$ cat config.mk
export PLATFORM = sky130hd
export DESIGN_NAME = read_controller
export DESIGN_NICKNAME = d
export VERILOG_FILES = /design/src/rtl/read_controller.sv
export SDC_FILE = /design/constraint.sdc
export NUM_CORES = 1
export LEC_CHECK = 0
export ABC_AREA = 0
export CAP_MARGIN = 10
export CORE_MARGIN = 5
export CORE_UTILIZATION = 30
export DETAILED_ROUTE_END_ITERATION = 16
export GPL_TIMING_DRIVEN = 0
export PLACE_DENSITY = 0.54
export SYNTH_ARGS = -nofsm -noshare
export SYNTH_HDL_FRONTEND = slang
export SYNTH_SLANG_ARGS = --single-unit
$ cat constraint.sdc
create_clock -name clk -period 1.92 [get_ports clk]
set_input_delay 0.384 -clock clk [delete_from_list [all_inputs] [get_ports clk]]
set_output_delay 0.384 -clock clk [all_outputs]
set_load 0.01 [all_outputs]
$ cat src/rtl/read_controller.sv
// Frame readback: fetches NUM_PIXELS 24-bit words from the pixel BRAM and
// hands them to the UART transmitter as three bytes each, MSB first.
//
// state     | meaning
// ----------+---------------------------------------------------------
// IDLE      | waiting for start
// READ      | en high for one cycle at the current addr
// WAIT_DATA | counting BRAM read latency, latch dout when valid
// SEND      | wait for transmitter idle, then launch the next byte
// TX_WAIT   | wait for the launched byte to finish transmitting
// FIN       | one-cycle done pulse, back to IDLE
module read_controller #(
    parameter int NUM_PIXELS = 196608,
    parameter int ADDR_W     = 18,
    parameter int RD_LATENCY = 2
) (
    input  logic              clk,
    input  logic              rst,
    input  logic              start,
    output logic              en,
    output logic [ADDR_W-1:0] addr,
    input  logic [23:0]       dout,
    input  logic              tx_busy,
    output logic              tx_start,
    output logic [7:0]        tx_data,
    output logic              busy,
    output logic              done
);

    typedef enum logic [2:0] {
        IDLE      = 3'd0,
        READ      = 3'd1,
        WAIT_DATA = 3'd2,
        SEND      = 3'd3,
        TX_WAIT   = 3'd4,
        FIN       = 3'd5
    } state_t;

    localparam logic [ADDR_W-1:0] LAST_ADDR = ADDR_W'(NUM_PIXELS - 1);
    localparam logic [1:0]        LAT_LOAD  = 2'(RD_LATENCY - 1);

    state_t      state;
    state_t      state_nxt;
    logic [1:0]  lat_cnt;
    logic [1:0]  byte_idx;
    logic [23:0] shreg;
    logic        tx_done;

    // tx_start is registered, so it is high exactly in the first TX_WAIT
    // cycle; the transmitter has not raised busy yet, so that cycle is skipped.
    assign tx_done = (state == TX_WAIT) && !tx_start && !tx_busy;

    always_ff @(posedge clk or posedge rst) begin
        if (rst) begin
            state <= IDLE;
        end else begin
            state <= state_nxt;
        end
    end

    always_comb begin
        state_nxt = state;
        case (state)
            IDLE:      if (start) state_nxt = READ;
            READ:      state_nxt = WAIT_DATA;
            WAIT_DATA: if (lat_cnt == 2'd0) state_nxt = SEND;
            SEND:      if (!tx_busy) state_nxt = TX_WAIT;
            TX_WAIT: begin
                if (tx_done) begin
                    if (byte_idx != 2'd2) begin
                        state_nxt = SEND;
                    end else if (addr == LAST_ADDR) begin
                        state_nxt = FIN;
                    end else begin
                        state_nxt = READ;
                    end
                end
            end
            FIN:       state_nxt = IDLE;
            default:   state_nxt = IDLE;
        endcase
    end

    always_comb begin
        en   = (state == READ);
        busy = (state == READ) || (state == WAIT_DATA) ||
               (state == SEND) || (state == TX_WAIT);
        done = (state == FIN);
    end

    always_ff @(posedge clk or posedge rst) begin
        if (rst) begin
            addr     <= '0;
            lat_cnt  <= 2'd0;
            byte_idx <= 2'd0;
            shreg    <= 24'd0;
            tx_start <= 1'b0;
            tx_data  <= 8'd0;
        end else begin
            tx_start <= 1'b0;
            case (state)
                READ: lat_cnt <= LAT_LOAD;
                WAIT_DATA: begin
                    if (lat_cnt == 2'd0) begin
                        shreg    <= dout;
                        byte_idx <= 2'd0;
                    end else begin
                        lat_cnt <= lat_cnt - 2'd1;
                    end
                end
                SEND: begin
                    if (!tx_busy) begin
                        tx_start <= 1'b1;
                        tx_data  <= shreg[23:16];
                    end
                end
                TX_WAIT: begin
                    if (tx_done) begin
                        if (byte_idx != 2'd2) begin
                            shreg    <= {shreg[15:0], 8'h00};
                            byte_idx <= byte_idx + 2'd1;
                        end else if (addr == LAST_ADDR) begin
                            addr <= '0;
                        end else begin
                            addr <= addr + 1'b1;
                        end
                    end
                end
                default: ;
            endcase
        end
    end

endmodule

==> results.sh <==
export IMPL_p_leak_nw=1.70
export IMPL_die_x_um=107
export IMPL_cap_violations=0
export IMPL_place_area_mm2=0.00360
export IMPL_diodes=0
export IMPL_firstDrtPassIters=4
export IMPL_grt_pass1_vias=2189
export IMPL_cts_tree="built"
export IMPL_cp_max_fo=5
export IMPL_path_clk_slew_ps=70
export IMPL_crit_slowest_cell="or4_4"
export IMPL_drv_slew=0
export IMPL_dieArea_mm2=0.0115
export IMPL_crit_type="reg -> reg"
export IMPL_n_fill_cell=881
export IMPL_grt_util_all_layers_pct=12.5
export IMPL_avgViaCountPerCell=4.72
export IMPL_grt_antenna_before_repair=0
export IMPL_layout_common_cells="dfrtp_1, clkdlybuf4s50_1, mux2_2, nand2_1, inv_1"
export IMPL_insertion_delay_ps=340
export IMPL_final_common_cell="dfrtp_1"
export IMPL_netlist_area_leader_share_pct=50.9
export IMPL_grt_max_degree=34
export IMPL_syn_num_nets=281
export IMPL_ys_seq_elements=58
export IMPL_hold_viol_final=0
export IMPL_layout_nets=362
export IMPL_place_inst=437
export IMPL_outcome="finished clean"
export IMPL_max_freq_ghz=0.533
export IMPL_hold_ws_ps=484
export IMPL_cp_cell_sequence="buf_6 > nor3b_4 > nand4_1 > buf_6 > or4_4 > a21oi_2"
export IMPL_fp_dieH_um=107
export IMPL_hold_path_class="reg -> reg"
export IMPL_relSlewSlack_pct=50.8
export IMPL_drcViolationCount=0
export IMPL_yosys_warnings=0
export IMPL_wirelength_mm=6.91
export IMPL_pwr_share_clk_pct=22.3
export IMPL_fin_cells=464
export IMPL_io_buffers=57
export IMPL_core_area_mm2=0.00924
export IMPL_power_mw=5.01
export IMPL_wire_per_inst_um=14.9
export IMPL_setup_viol=0
export IMPL_row_count=35
export IMPL_cp_start_kind="flop"
export IMPL_critPathArrivalTime_ps=2140
export IMPL_cp_common_cell="buf_6"
export IMPL_vdd_ir_drop_max_mv=0.772
export IMPL_cts_buffers_inserted=9
export IMPL_antenna_left=0
export IMPL_yosys_top_cells_area="dfrtp_1, mux2_2, mux2i_1"
export IMPL_switching_share_pct=32.7
export IMPL_gp_congestion=0.754
export IMPL_area_growth_pct=40.3
export IMPL_grt_pass1_wl_mm=11.3
export IMPL_synth_area_leader_cell="dfrtp_1"
export IMPL_rsz0062_at_grt="true"
export IMPL_clock_sinks=58
export IMPL_syn_inst=250
export IMPL_fin_crit_ps=1870
export IMPL_endpoint_kind="flop"
export IMPL_power_switching_mw=1.64
export IMPL_hpwlAfterDp_mm=4.67
export IMPL_final_setup_skew_ps=13.9
export IMPL_clock_path_buffers=2
export IMPL_path_buf_inv=2
export IMPL_power_frac_comb_pct=40.5
export IMPL_worstPathRequired_ps=2190
export IMPL_max_stage_delay_ps=510
export IMPL_synth_yosys_seq_area_share_pct=50.9
export IMPL_start_util_pct=30.8
export IMPL_worstMarginPinSlew_ps=736
export IMPL_synth_cell_types=40
export IMPL_drive_gt1_share_pct=31.6
export IMPL_fin_crit_sh_pct=97.6
export IMPL_cp_top_family="simple AND/OR/NAND/NOR gates"
export IMPL_h_tree_depth=3
export IMPL_seqPwrFrac_pct=37.2
export IMPL_stdcell_area_mm2=0.00400
export IMPL_hold_buffers=0
export IMPL_io_pins=58
export IMPL_drtIter0Drc=62
export IMPL_syn_avg_cell_area_um2=11.4
export IMPL_intPower_mw=3.37
export IMPL_powerDensity_mw_per_mm2=1250
export IMPL_syn_area_mm2=0.00285
export IMPL_overflow=0
export IMPL_via_count=2192
export IMPL_clock_root_buffer="clkbuf_8"
## timing repair
| action | 4_1_cts | 5_1_grt |
|---|---|---|
| endpoints found under the setup margin | 42 | 32 |
| hold endpoints to repair | 0 | 0 |
| pin swaps | 5 | 12 |
| setup buffers | 7 | 5 |
| gates resized for setup | 25 | 20 |
## power groups by stage
stage               Clock (mW)  Sequential, mW  Combinational [mW]
floorplan                    0            1.88                1.30
global placement             0            1.87                1.88
detailed placement           0            1.88                1.93
CTS                       1.16            1.87                2.03
global route              1.21            1.92                2.22
finish                    1.12            1.86                2.03
## state kept, by name, indices dropped and copies added, names as in the netlist
name      flops
addr         18
lat_cnt       2
state         3
tx_start      1
shreg        24
tx_data       8
byte_idx      2
## worst register-to-register path: cells and delay by family (launching register included)
| family | cells | cell delay [ps] |
|---|---|---|
| DFF | 1 | 370 |
| buffers and inverters | 2 | 320 |
| AOI/OAI and AO/OA | 1 | 120 |
| and+or+nand+nor | 3 | 1010 |
## through the flow
stage / utilization (%) / TNS [ps] / setup WS (ps)
2_1_floorplan: - / 0 / 28.4
3_3_place_gp: 38.8 / -82140 / -1110
3_5_place_dp: 39.0 / -19270 / -716
4_1_cts: 42.4 / 0 / 8.73
5_1_grt: 43.3 / -336 / -49.8
6_report: 43.3 / 0 / 45.3
## cell type report
| class | instances | area [um^2] | area share (%) |
|---|---|---|---|
| flip-flops and latches | 58 | 1450 | 36.3 |
| multi-input cells | 164 | 1380 | 34.6 |
| repair buffers | 70 | 668 | 16.7 |
| well taps | 129 | 161 | 4.04 |
| clock buffers | 9 | 124 | 3.10 |
| plain buffers | 11 | 77.6 | 1.94 |
| clock inverters | 6 | 68.8 | 1.72 |
| inverters | 17 | 63.8 | 1.60 |
## Yosys cell counts, drive strengths merged
master and n:
a21o 1, a21oi 8, a22o 2, a22oi 1, a31o 2, a41o 1
and2 2, and3 3, and4 2, buf 6, clkbuf 5, dfrtp 58
ha 3, inv 17, mux2 41, mux2i 9, nand2 21, nand2b 5
nand3 6, nand3b 2, nand4 3, nor2 5, nor3 6, nor3b 4
nor4 2, nor4b 1, o211ai 2, o21ai 10, o22ai 1, o31ai 3
o41ai 1, or3 6, or4 3, xnor2 5, xor2 3
## layer usage
metal  vias to the layer above  global-route usage, %  part of all wire (%)
li1                       1050                      -                     -
met1                      1065                   16.5                    47
met2                        67                   19.6                    46
met3                        10                   4.38                   6.4
met4                         0                   3.52                   1.0
met5                         -                      0                     0
## worst paths after layout
path | start | end | slack (ps) | depth (start not counted)
setup / recovery | state[0]$_DFFE_PP0P_ | addr[13]$_DFFE_PP0P_ | 50 | 6
max in group asynchronous | rst | shreg[9]$_DFFE_PP0P_ | 820 | 3
min in group asynchronous | rst | addr[14]$_DFFE_PP0P_ | 500 | 2
setup reg to reg | state[0]$_DFFE_PP0P_ | addr[13]$_DFFE_PP0P_ | 50 | 6
hold reg to reg | addr[14]$_DFFE_PP0P_ | addr[14]$_DFFE_PP0P_ | 480 | 1
hold / removal | addr[14]$_DFFE_PP0P_ | addr[14]$_DFFE_PP0P_ | 480 | 1
## cells by family after synthesis
logic type,Yosys count,share of synthesized area [%]
XOR/XNOR,8,2.46
AND/OR/NAND/NOR,71,14.6
flip-flops,58,50.9
AO/OA/AOI/OAI,32,7.12
multiplexers,50,19.4
adder cells (fa/ha/maj),3,1.32
buffers and inverters,28,4.17
Note: power is estimated with default switching activity, not from simulation.
